$ cat config.mk
export PLATFORM = sky130hd
export DESIGN_NAME = arb_req_agent
export DESIGN_NICKNAME = d
export VERILOG_FILES = /design/src/rtl/arb_pkg.sv /design/src/rtl/arb_cmd_fifo.sv /design/src/rtl/arb_req_agent.sv
export SDC_FILE = /design/constraint.sdc
export NUM_CORES = 1
export LEC_CHECK = 0
export CAP_MARGIN = 20
export CORE_ASPECT_RATIO = 1.1
export CORE_MARGIN = 2
export CORE_UTILIZATION = 30
export CTS_CLUSTER_SIZE = 8
export DETAILED_ROUTE_END_ITERATION = 12
export MAX_ROUTING_LAYER = met4
export SYNTH_ARGS = -nofsm -noshare
export SYNTH_HDL_FRONTEND = slang
export SYNTH_HIERARCHICAL = 1
export SYNTH_SLANG_ARGS = --single-unit
$ cat constraint.sdc
create_clock -name clk -period 4.25 [get_ports clk]
set_clock_uncertainty 0.2 [all_clocks]
set_input_delay 0.85 -clock clk [delete_from_list [all_inputs] [get_ports clk]]
set_output_delay 0.85 -clock clk [all_outputs]
set_load 0.03 [all_outputs]
$ cat src/rtl/arb_pkg.sv
// rtl/arb_pkg.sv - shared agent state and command types for the 4-way round-robin arbiter slice
package arb_pkg;

    localparam int NUM_AGENTS = 4;
    localparam int CMD_ADDR_W = 16;
    localparam int CMD_LEN_W  = 4;

    typedef enum logic [1:0] {
        IDLE = 2'd0,
        REQ  = 2'd1,
        XFER = 2'd2,
        DONE = 2'd3
    } agent_state_e;

    typedef struct packed {
        logic [CMD_ADDR_W-1:0] addr;
        logic [CMD_LEN_W-1:0]  len;
    } cmd_t;

endpackage

$ cat src/rtl/arb_cmd_fifo.sv
// rtl/arb_cmd_fifo.sv - synchronous command FIFO with full/empty flags
module arb_cmd_fifo
    import arb_pkg::*;
#(
    parameter int  DEPTH   = 4,
    parameter type entry_t = cmd_t
) (
    input  logic   clk,
    input  logic   rst,
    input  logic   push,
    input  entry_t wdata,
    input  logic   pop,
    output logic   full,
    output logic   empty,
    output entry_t rdata
);

    localparam int PTR_W = $clog2(DEPTH);
    localparam int CNT_W = PTR_W + 1;

    entry_t           mem_q [DEPTH];
    entry_t           mem_d [DEPTH];
    logic [PTR_W-1:0] wr_ptr_q, wr_ptr_d;
    logic [PTR_W-1:0] rd_ptr_q, rd_ptr_d;
    logic [CNT_W-1:0] count_q, count_d;
    logic             do_push, do_pop;

    // Flags come from the registered count, so a pop never makes room for a same-cycle push.
    assign full    = (count_q == CNT_W'(DEPTH));
    assign empty   = (count_q == '0);
    assign do_push = push && !full;
    assign do_pop  = pop && !empty;
    assign rdata   = mem_q[rd_ptr_q];

    always_comb begin
        mem_d    = mem_q;
        wr_ptr_d = wr_ptr_q;
        rd_ptr_d = rd_ptr_q;
        count_d  = count_q;
        if (do_push) begin
            mem_d[wr_ptr_q] = wdata;
            wr_ptr_d        = wr_ptr_q + 1'b1;
        end
        if (do_pop) begin
            rd_ptr_d = rd_ptr_q + 1'b1;
        end
        case ({do_push, do_pop})
            2'b10:   count_d = count_q + 1'b1;
            2'b01:   count_d = count_q - 1'b1;
            default: count_d = count_q;
        endcase
    end

    always_ff @(posedge clk) begin
        if (rst) begin
            wr_ptr_q <= '0;
            rd_ptr_q <= '0;
            count_q  <= '0;
        end else begin
            wr_ptr_q <= wr_ptr_d;
            rd_ptr_q <= rd_ptr_d;
            count_q  <= count_d;
        end
        mem_q <= mem_d;
    end

endmodule

$ cat src/rtl/arb_req_agent.sv
// rtl/arb_req_agent.sv - requester agent for one arbiter port; ARB_AGENT_WDOG_EN enables the grant-wait watchdog
module arb_req_agent
    import arb_pkg::*;
#(
    parameter int DEPTH    = 4,
    parameter int ADDR_W   = 16,
    parameter int LEN_W    = 4,
    parameter int WDOG_CYC = 64
) (
    input  logic              clk,
    input  logic              rst,
    input  logic              cmd_valid,
    output logic              cmd_ready,
    input  logic [ADDR_W-1:0] cmd_addr,
    input  logic [LEN_W-1:0]  cmd_len,
    output logic              request,
    input  logic              grant,
    output logic              end_transaction,
    output logic              bus_valid,
    output logic [ADDR_W-1:0] bus_addr,
    input  logic              bus_ready,
    output logic              busy,
    output logic              proto_err,
    output logic              wdog_err
);

    typedef struct packed {
        logic [ADDR_W-1:0] addr;
        logic [LEN_W-1:0]  len;
    } agent_cmd_t;

    agent_state_e     state_q, state_d;
    logic [LEN_W-1:0] beat_q, beat_d;
    logic             proto_err_q, proto_err_d;
    agent_cmd_t       wcmd, head;
    logic             fifo_full, fifo_empty, fifo_pop;

    assign wcmd = '{addr: cmd_addr, len: cmd_len};

    arb_cmd_fifo #(
        .DEPTH   (DEPTH),
        .entry_t (agent_cmd_t)
    ) u_fifo (
        .clk   (clk),
        .rst   (rst),
        .push  (cmd_valid),
        .wdata (wcmd),
        .pop   (fifo_pop),
        .full  (fifo_full),
        .empty (fifo_empty),
        .rdata (head)
    );

    // A lost grant leaves the head in place so the same burst is replayed from beat 0.
    always_comb begin
        state_d     = state_q;
        beat_d      = beat_q;
        proto_err_d = proto_err_q;
        fifo_pop    = 1'b0;
        unique case (state_q)
            IDLE: if (!fifo_empty && !grant) state_d = REQ;
            REQ: begin
                if (grant) begin
                    state_d = XFER;
                    beat_d  = '0;
                end
            end
            XFER: begin
                if (!grant) begin
                    state_d     = IDLE;
                    proto_err_d = 1'b1;
                end else if (bus_ready) begin
                    beat_d = beat_q + 1'b1;
                    if (beat_q == head.len) state_d = DONE;
                end
            end
            DONE: begin
                fifo_pop = 1'b1;
                state_d  = IDLE;
            end
            default: state_d = IDLE;
        endcase
    end

    always_ff @(posedge clk) begin
        if (rst) begin
            state_q     <= IDLE;
            beat_q      <= '0;
            proto_err_q <= 1'b0;
        end else begin
            state_q     <= state_d;
            beat_q      <= beat_d;
            proto_err_q <= proto_err_d;
        end
    end

    assign cmd_ready       = !fifo_full;
    assign request         = (state_q == REQ);
    assign bus_valid       = (state_q == XFER);
    assign end_transaction = (state_q == DONE);
    assign bus_addr        = bus_valid ? (head.addr + ADDR_W'(beat_q)) : '0;
    assign busy            = (state_q != IDLE) || !fifo_empty;
    assign proto_err       = proto_err_q;

`ifdef ARB_AGENT_WDOG_EN
    localparam int WDOG_W = $clog2(WDOG_CYC + 1);

    logic [WDOG_W-1:0] wdog_cnt_q, wdog_cnt_d;
    logic              wdog_err_q, wdog_err_d;

    always_comb begin
        wdog_cnt_d = '0;
        wdog_err_d = wdog_err_q;
        if (state_q == REQ) begin
            wdog_cnt_d = (wdog_cnt_q == WDOG_W'(WDOG_CYC)) ? wdog_cnt_q : wdog_cnt_q + 1'b1;
            if (wdog_cnt_d == WDOG_W'(WDOG_CYC)) wdog_err_d = 1'b1;
        end
    end

    always_ff @(posedge clk) begin
        if (rst) begin
            wdog_cnt_q <= '0;
            wdog_err_q <= 1'b0;
        end else begin
            wdog_cnt_q <= wdog_cnt_d;
            wdog_err_q <= wdog_err_d;
        end
    end

    assign wdog_err = wdog_err_q;
`else
    logic unused_wdog_cfg;
    assign unused_wdog_cfg = (WDOG_CYC == 0);
    assign wdog_err        = 1'b0;
`endif

endmodule

---- After elaboration in Yosys (flattened, before gate mapping) ----
Index checks and enable logic that the tools add are counted.
operators by class
  add/subtract/negate cells ............... 6
  $lt $le $gt $ge ......................... 3
  equal/unequal tests ..................... 13
  multiplexer cells ....................... 19
  bitwise logic cells ..................... 3
  reduce and logical (&&, ||, !) cells .... 16
operators by type and width
  kind                                                                    count
  80-bit bitwise mux                                                      1
  20-bit 2-to-1 mux                                                       3
  20-bit binary-select mux with 2-bit select                              1
  20-bit demux with 2-bit select                                          1
  16-bit by 4-bit adder with 16-bit output                                1
  16-bit 2-to-1 mux                                                       1
  4-bit 2-to-1 mux                                                        3
  2-bit 2-to-1 mux                                                        5
  2-bit case mux with 4 select lines                                      1
  4-bit case mux with 2 select lines                                      1
  4-bit AND reduction                                                     2
  2-bit equality test (second input constant)                             3
  3-bit >= comparator (second input constant)                             2
  3-bit by 2-bit != test with 1-bit output (second input constant)        2
  2-bit inverter with 3-bit output                                        2
  3-bit case mux with 2 select lines                                      1
  2-bit nonzero test                                                      3
  2-bit by 1-bit adder with 2-bit output (second input constant)          2
  4-bit by 1-bit adder with 4-bit output (second input constant)          1
  2-bit by 1-bit equality test with 1-bit output (second input constant)  2
  4-bit equality test                                                     1
  1-bit logical AND                                                       4
  2-bit by 1-bit != test with 1-bit output (second input constant)        2
  2-bit != test (second input constant)                                   2
  11 further kinds                                                        13
storage, ports and cells
  flip-flop bits (word level) ............. 94
  input bits .............................. 25
  word-level logic and storage cells ...... 74

---- Depth between registers and ports, before layout ----
Gate-level depths: netlist of the first run.
  word-level depth ........................ 9
  mapped depth ............................ 10
  gate-level depth less buffers ........... 9

---- Modules after synthesis ----
The synthesis of the first run kept the hierarchy.
by module, submodules not included
  module         times used  cells an instance  area an instance (sq um)  sequential area each (sq um)
  arb_cmd_fifo   1           154                3323.2                    2542.4
  arb_req_agent  1           134                953.4                     140.1

---- Least setup slack after synthesis of the first run ----
OpenSTA, ideal clock, no wires.
  path kind ............................... flip-flop to output port
  start ................................... reg u_fifo.rd_ptr_q[0]
  end ..................................... out bus_addr[15]
  arrival ................................. 2.619 ns
  data required time ...................... 3.200 ns
  path slack .............................. 0.581 ns
  stages on the path, launching flop included .. 8
  cell sequence ........................... dfxtp_1 > buf_4 > mux4_2 > ha_1 > o21a_2 > a21oi_1 > or4_1 > a21oi_1
RTL lines
  what                      line                 source
  start: declaration        arb_cmd_fifo.sv:24   logic [PTR_W-1:0] rd_ptr_q, rd_ptr_d;
  start signal: assignment  arb_cmd_fifo.sv:61   rd_ptr_q <= rd_ptr_d;
  end: declaration          arb_req_agent.sv:20  output logic [ADDR_W-1:0] bus_addr,

==> results of run 1 <==
==> worst min-delay path: cells and delay by family, from the launching register on <==
kind             cells  cell delay, ns
DFF                  1            0.32
and+or+nand+nor      2            0.11
==> layout by cell type (no fill, tap or decap), types with 3 or more instances in the layout <==
cell type | netlist | final
a21oi_1 | 19 | 19
a31oi_1 | 3 | 3
and2_1 | 6 | 6
buf_4 | 3 | 23
clkbuf_16 | 0 | 9
clkdlybuf4s50_1 | 0 | 31
clkinv_1 | 0 | 3
dfxtp_1 | 14 | 12
dlygate4sd2_1 | 0 | 3
edfxtp_1 | 80 | 80
ha_1 | 10 | 10
inv_1 | 16 | 16
mux4_2 | 18 | 18
nand2_1 | 11 | 11
nand2b_1 | 5 | 4
nand3_1 | 4 | 4
nor2_1 | 21 | 21
nor2b_1 | 3 | 3
o211ai_1 | 3 | 3
o21ai_0 | 7 | 7
o31ai_1 | 3 | 3
or3_1 | 6 | 6
or4_1 | 4 | 4
xnor2_1 | 7 | 7
xor2_1 | 4 | 4
==> cells in the mapped netlist (all sizes together), types with 2 or more instances <==
cell type	number
xnor2	7
a41o	2
nand2b	6
fa	2
or3	6
and3	2
inv	17
a21oi	19
o31ai	3
edfxtp	80
or4	4
nand2	12
buf	9
a31oi	3
ha	10
o21ai	8
nor2	21
mux4	20
a211oi	2
and2	6
nand4	2
clkbuf	2
nor3	2
dfxtp	14
o211ai	3
xor2	4
nor2b	3
nand3	6
==> power by group through the flow <==
| stage | logic [W] | registers [W] | clock network (W) |
|---|---|---|---|
| after floorplan | 0.0000961 | 0.00107 | 0 |
| after global placement | 0.000162 | 0.00107 | 0 |
| after detailed placement | 0.000165 | 0.00107 | 0 |
| after CTS | 0.000166 | 0.00105 | 0.000725 |
| after global routing | 0.000182 | 0.00106 | 0.000762 |
| final | 0.000164 | 0.00105 | 0.000710 |
==> metal layers <==
layer | vias up | GRT usage, %
li1 | 1213 | -
met3 | 7 | 3.30
met5 | - | -
met1 | 1274 | 15.4
met4 | 0 | 3.40
met2 | 67 | 20.0
==> repair_timing <==
action                     4_1_cts  5_1_grt
setup endpoints to repair        3        4
setup buffers                    1        1
cloned                           0        0
gates resized for setup          4        4
pin swaps                        0        1
==> metrics by stage <==
stage	hold slack [ns]	util [%]	total power, W	instance area, sq um
final	0.274	37.8	0.00193	5230
after CTS	0.281	37.6	0.00194	5210
after floorplan	0.273	-	0.00116	4280
after detailed placement	0.266	35.7	0.00124	4940
after global routing	0.345	37.8	0.00200	5230
after global placement	0.254	35.7	0.00123	4940
==> how the worst min path moves through the flow <==
stage | start | to | cells past startpoint
floorplan | u_fifo/count_q[2]$_SDFFE_PP0P_ | u_fifo/count_q[2]$_SDFFE_PP0P_ | 2
global placement | proto_err$_SDFFE_PP0P_ | proto_err$_SDFFE_PP0P_ | 2
detailed placement | proto_err$_SDFFE_PP0P_ | proto_err$_SDFFE_PP0P_ | 2
CTS | proto_err$_SDFFE_PP0P_ | proto_err$_SDFFE_PP0P_ | 2
global route | u_fifo/wr_ptr_q[1]$_SDFFE_PP0P_ | u_fifo/wr_ptr_q[1]$_SDFFE_PP0P_ | 2
finish | proto_err$_SDFFE_PP0P_ | proto_err$_SDFFE_PP0P_ | 2
==> area by class of cell <==
class,instances,area [sq um],area share (%)
tap,188,235,4.50
multi-input combinational,166,1460,28.0
sequential,94,2690,51.3
inverter,17,63.8,1.22
timing repair buffer,58,520,9.95
clock inverter,6,37.5,0.718
clock buffer,9,225,4.31
==> kinds of logic (layout without fill, tap and decap cells) <==
group                    count (synthesis)  in the layout  synth area share [%]
buffers and inverters                   28             90                  3.31
flip-flops                              94             94                  62.7
AO/OA/AOI/OAI                           47             47                  7.08
other                                    1              1                0.0877
multiplexers                            21             21                  10.9
adder cells (fa/ha/maj)                 12             12                  3.86
XOR/XNOR                                11             11                  2.25
AND/OR/NAND/NOR                         74             74                  9.74
==> sequential cells by signal, summed over array words and instances (netlist names) <==
name             flops
beat_q               4
state_q              2
u_fifo/count_q       3
u_fifo/rd_ptr_q      2
u_fifo/wr_ptr_q      2
proto_err            1
u_fifo/mem_q        80
==> flow_summary.json, run 1 <==
{
  "outcome": "complete, no violations",
  "nFillCells": 1348,
  "cp_num_cells": 10,
  "synthArstFlopShare_pct": 0,
  "ys_top_cells_by_area": "edfxtp_1 (56%), mux4_2 (9.5%), dfxtp_1 (6.6%)",
  "hpwlAfterDp_um": 5940,
  "p_leak_nw": 1.81,
  "hold_violations": 0,
  "switchingPower_w": 0.000427,
  "fin_nets": 383,
  "grt_pass1_wl_um": 13700,
  "setup_viol": 0,
  "p_per_area_mw_per_mm2": 368,
  "cts_sinks": 94,
  "yosysWarnings": 6,
  "synth-seq-area-share_pct": 62.7,
  "crit_path_top_delay_cell": "fa_1",
  "worst_ep_required_time_ns": 3.20,
  "dr.pass1.iters": 5,
  "ys_dominant_reg_cell": "edfxtp_1",
  "instances_no_fill": 538,
  "fp.dieH_um": 129,
  "clk_pin_slew_ns": 0.06,
  "dr_wl_met3_um": 432,
  "grt_max_degree": 21,
  "cp_max_fo": 8,
  "synthCells": 288,
  "yosysTopAreaCell": "edfxtp_1",
  "synth_nets": 325,
  "p_sw_share_pct": 22.2,
  "hold_path_class": "flop to flop",
  "synth_edf_count": 80,
  "relSlewSlack_pct": 66.5,
  "dr_wl_met2_um": 4310,
  "r2r_cells": 9,
  "grt_pass1_vias": 2527,
  "worst-slew-pin-transition_ns": 0.501,
  "portBuffers": 46,
  "period_needed_ns": 4.08,
  "reg2reg_slack_ns": 1.73,
  "die_x_um": 118,
  "p_int_w": 0.00150,
  "avgSynthCellArea_sq_um": 14.8,
  "cp_top_family": "buffers and inverters",
  "clock_latency_ns": 0.33,
  "rr_endpoint": "u_fifo/count_q[2]$_SDFFE_PP0P_",
  "grt.overflow.total": 0,
  "fin_crit_sh_pct": 96.1,
  "slowest_delay_ns": 0.40,
  "cap_violations": 0,
  "maxUsedRoutingLayer": "met4",
  "vias": 2561,
  "p_clk_share_pct": 36.8,
  "synthDistinctLibCells": 52,
  "wl_per_cell_um": 16.3,
  "tns_ns": 0,
  "areaGrowthSynthToFinish_pct": 22.3,
  "grt_usage_pct": 12.4,
  "synthDominantCellAreaShare_pct": 56.2,
  "r2r-start": "state_q[1]$_SDFFE_PP0P_",
  "place.gp.congestion": 0.824,
  "drv_slew": 0,
  "io_pins": 48,
  "path_class": "flop to primary output",
  "syn_area_sq_mm": 0.00428,
  "initial_utilization_pct": 30.9,
  "wl_met1_um": 3940,
  "drive_gt1_share_pct": 18.6,
  "ys_seq_elements": 94,
  "finalWirelength_um": 8780,
  "ctsLongestPathBuffers": 2,
  "max_freq_mhz": 245,
  "irDropWorstVdd_mv": 0.232,
  "dieArea_sq_mm": 0.0152,
  "drc": 0,
  "start_kind": "flop",
  "critPathArrivalTime_ns": 3.03,
  "crit_path_end_kind": "primary output",
  "num_rows": 45,
  "cp-endpoint": "bus_addr[12]",
  "design.core.area_sq_mm": 0.0139,
  "cts_tree": "built",
  "critPathBufInv": 4,
  "p_seq_share_pct": 54.6,
  "hold_buffers": 0,
  "antenna_found_initial": 0,
  "dp_slack_ns": 0.195,
  "place_inst": 521,
  "numCtsBuffers": 9,
  "postRouteAntennaNets": 0,
  "drt_iter0_drc": 190,
  "root_buffer": "clkbuf_16",
  "htree_levels": 3,
  "antenna_cells": 0,
  "comb_power_share_pct": 8.5,
  "vias_per_cell": 4.76,
  "path_cells": "buf_6 -> mux4_2 -> inv_1 -> fa_1 -> nand2b_2 -> a211oi_4 -> buf_4 -> a31oi_1 -> a41o_1 -> dlygate4sd2_1",
  "finalWorstSetupSlack_ns": 0.165,
  "cp-startpoint": "u_fifo/rd_ptr_q[0]$_SDFFE_PP0P_"
}
Note: power is estimated with default switching activity, not from simulation.
==> inputs of run 2 (changes only) <==
--- a/constraint.sdc
+++ b/constraint.sdc
@@ -3,3 +3,3 @@
 set_input_delay 0.85 -clock clk [delete_from_list [all_inputs] [get_ports clk]]
 set_output_delay 0.85 -clock clk [all_outputs]
-set_load 0.03 [all_outputs]
+set_load 0.05 [all_outputs]
==> run 2 against run 1 <==
Net effect: critical path depth fell by 3; largest cell class unchanged; via count barely moved; register-to-register slack barely moved; first-iteration DRC count fell by 50%.
==> flow_summary.json, run 2 (synthesis results as in run 1) <==
{
  "vias": 2560,
  "grt.overflow.total": 0,
  "cap_violations": 0,
  "antenna_cells": 0,
  "p_per_area_mw_per_mm2": 374,
  "grt_pass1_wl_um": 14200,
  "grt_max_degree": 21,
  "hpwlAfterDp_um": 6040,
  "areaGrowthSynthToFinish_pct": 25.5,
  "period_needed_ns": 3.99,
  "final_cell_area_sq_mm": 0.00537,
  "htree_levels": 3,
  "grt_usage_pct": 12.9,
  "finalWirelength_um": 9150,
  "fin_crit_sh_pct": 93.8,
  "nFillCells": 1329,
  "root_buffer": "clkbuf_16",
  "drc": 0,
  "ctsLongestPathBuffers": 2,
  "dp_slack_ns": 0.186,
  "dieArea_sq_mm": 0.0152,
  "p_leak_nw": 1.83,
  "worst-slew-pin-transition_ns": 0.505,
  "relSlewSlack_pct": 66.2,
  "max_freq_mhz": 251,
  "drt_iter0_drc": 95,
  "finalWorstSetupSlack_ns": 0.263,
  "fin_nets": 379,
  "drive_gt1_share_pct": 18.5,
  "die_x_um": 118,
  "worst_ep_required_time_ns": 3.20,
  "mostFrequentLayoutCell": "edfxtp_1",
  "hold_slack_ns": 0.272,
  "final_cell_mix": "edfxtp_1 (80), clkdlybuf4s50_1 (30), nor2_1 (21)",
  "multi_input_area_sq_mm": 0.00147,
  "hold_violations": 0,
  "clk_pin_slew_ns": 0.06,
  "rsz0062_at_grt": "false",
  "portBuffers": 46,
  "critPathArrivalTime_ns": 2.94,
  "outcome": "complete, no violations",
  "irDropWorstVdd_mv": 0.215,
  "largest_registers": "u_fifo/mem_q x80, beat_q x4, u_fifo/count_q x3",
  "initial_utilization_pct": 30.9,
  "wl_per_cell_um": 17.1,
  "postPlaceCellArea_sq_mm": 0.00506,
  "postRouteAntennaNets": 0,
  "cts_tree": "built",
  "start_kind": "flop",
  "finish.utilization_pct": 38.7,
  "path_class": "flop to primary output",
  "largest_reg_flops": 80,
  "design.core.area_sq_mm": 0.0139,
  "crit_path_end_kind": "primary output",
  "setup_viol": 0,
  "seqCellArea_sq_mm": 0.00268,
  "numCtsBuffers": 9,
  "hold_path_class": "flop to flop",
  "num_rows": 45,
  "drv_slew": 0,
  "cts_sinks": 94,
  "vias_per_cell": 4.79,
  "place.gp.congestion": 0.807,
  "clock_latency_ns": 0.34,
  "cp_max_fo": 12,
  "fp.dieH_um": 129,
  "tns_ns": 0,
  "io_pins": 48,
  "top_register": "u_fifo/mem_q",
  "dr.pass1.iters": 4,
  "grt_pass1_vias": 2574,
  "antenna_found_initial": 0
}
-- run 2: report_power, final --
group / internal [W] / switching [W] / leakage [nW] / total (W)
clock: 0.000449 / 0.000321 / 0.137 / 0.000770
combinational: 0.0000750 / 0.000107 / 0.839 / 0.000182
sequential: 0.00104 / 0.0000137 / 0.849 / 0.00105
-- run 2: per-layer routing --
metal | GRT usage [%] | vias up | routed length (um)
li1 | - | 1213 | -
met1 | 15.2 | 1270 | 3950
met2 | 21.2 | 63 | 4580
met3 | 2.68 | 14 | 411
met4 | 6.66 | 0 | 213
met5 | - | - | 0
-- run 2: path summary, 6_finish.rpt --
check	startpoint	slack, ns	depth (start not counted)	endpoint
worst max-delay path	u_fifo/rd_ptr_q[0]$_SDFFE_PP0P_	0.26	7	bus_addr[15]
worst min register to register	proto_err$_SDFFE_PP0P_	0.27	2	proto_err$_SDFFE_PP0P_
worst max register to register	state_q[1]$_SDFFE_PP0P_	1.73	9	u_fifo/count_q[2]$_SDFFE_PP0P_
worst min-delay path	proto_err$_SDFFE_PP0P_	0.27	2	proto_err$_SDFFE_PP0P_
-- run 2: layout make-up --
type	instances	share of cell area, %
Clock buffer	10	4.27
Tap cell	188	4.38
Inverter	17	1.19
Clock inverter	5	0.956
Multi-Input combinational cell	166	27.4
Timing Repair Buffer	54	11.8
Sequential cell	94	50.0
-- run 2: critical path: stages (launching register included) --
cell and delay [ns]:
dfxtp_2 0.43, mux4_2 0.52, ha_1 0.33, o21a_2 0.18, a21oi_4 0.11, or4_1 0.48
a21oi_1 0.35, buf_12 0.19
-- run 2: through the flow --
stage,std cells,total power (W)
global placement,519,0.00125
global route,534,0.00208
floorplan,288,0.00118
CTS,534,0.00203
finish,534,0.00200
detailed placement,519,0.00126
-- run 2: timing repair --
item | in CTS | in global routing
setup buffers | 0 | 0
gates resized for setup | 1 | 3
hold buffers | 0 | 0
endpoints found under the setup margin | 6 | 8
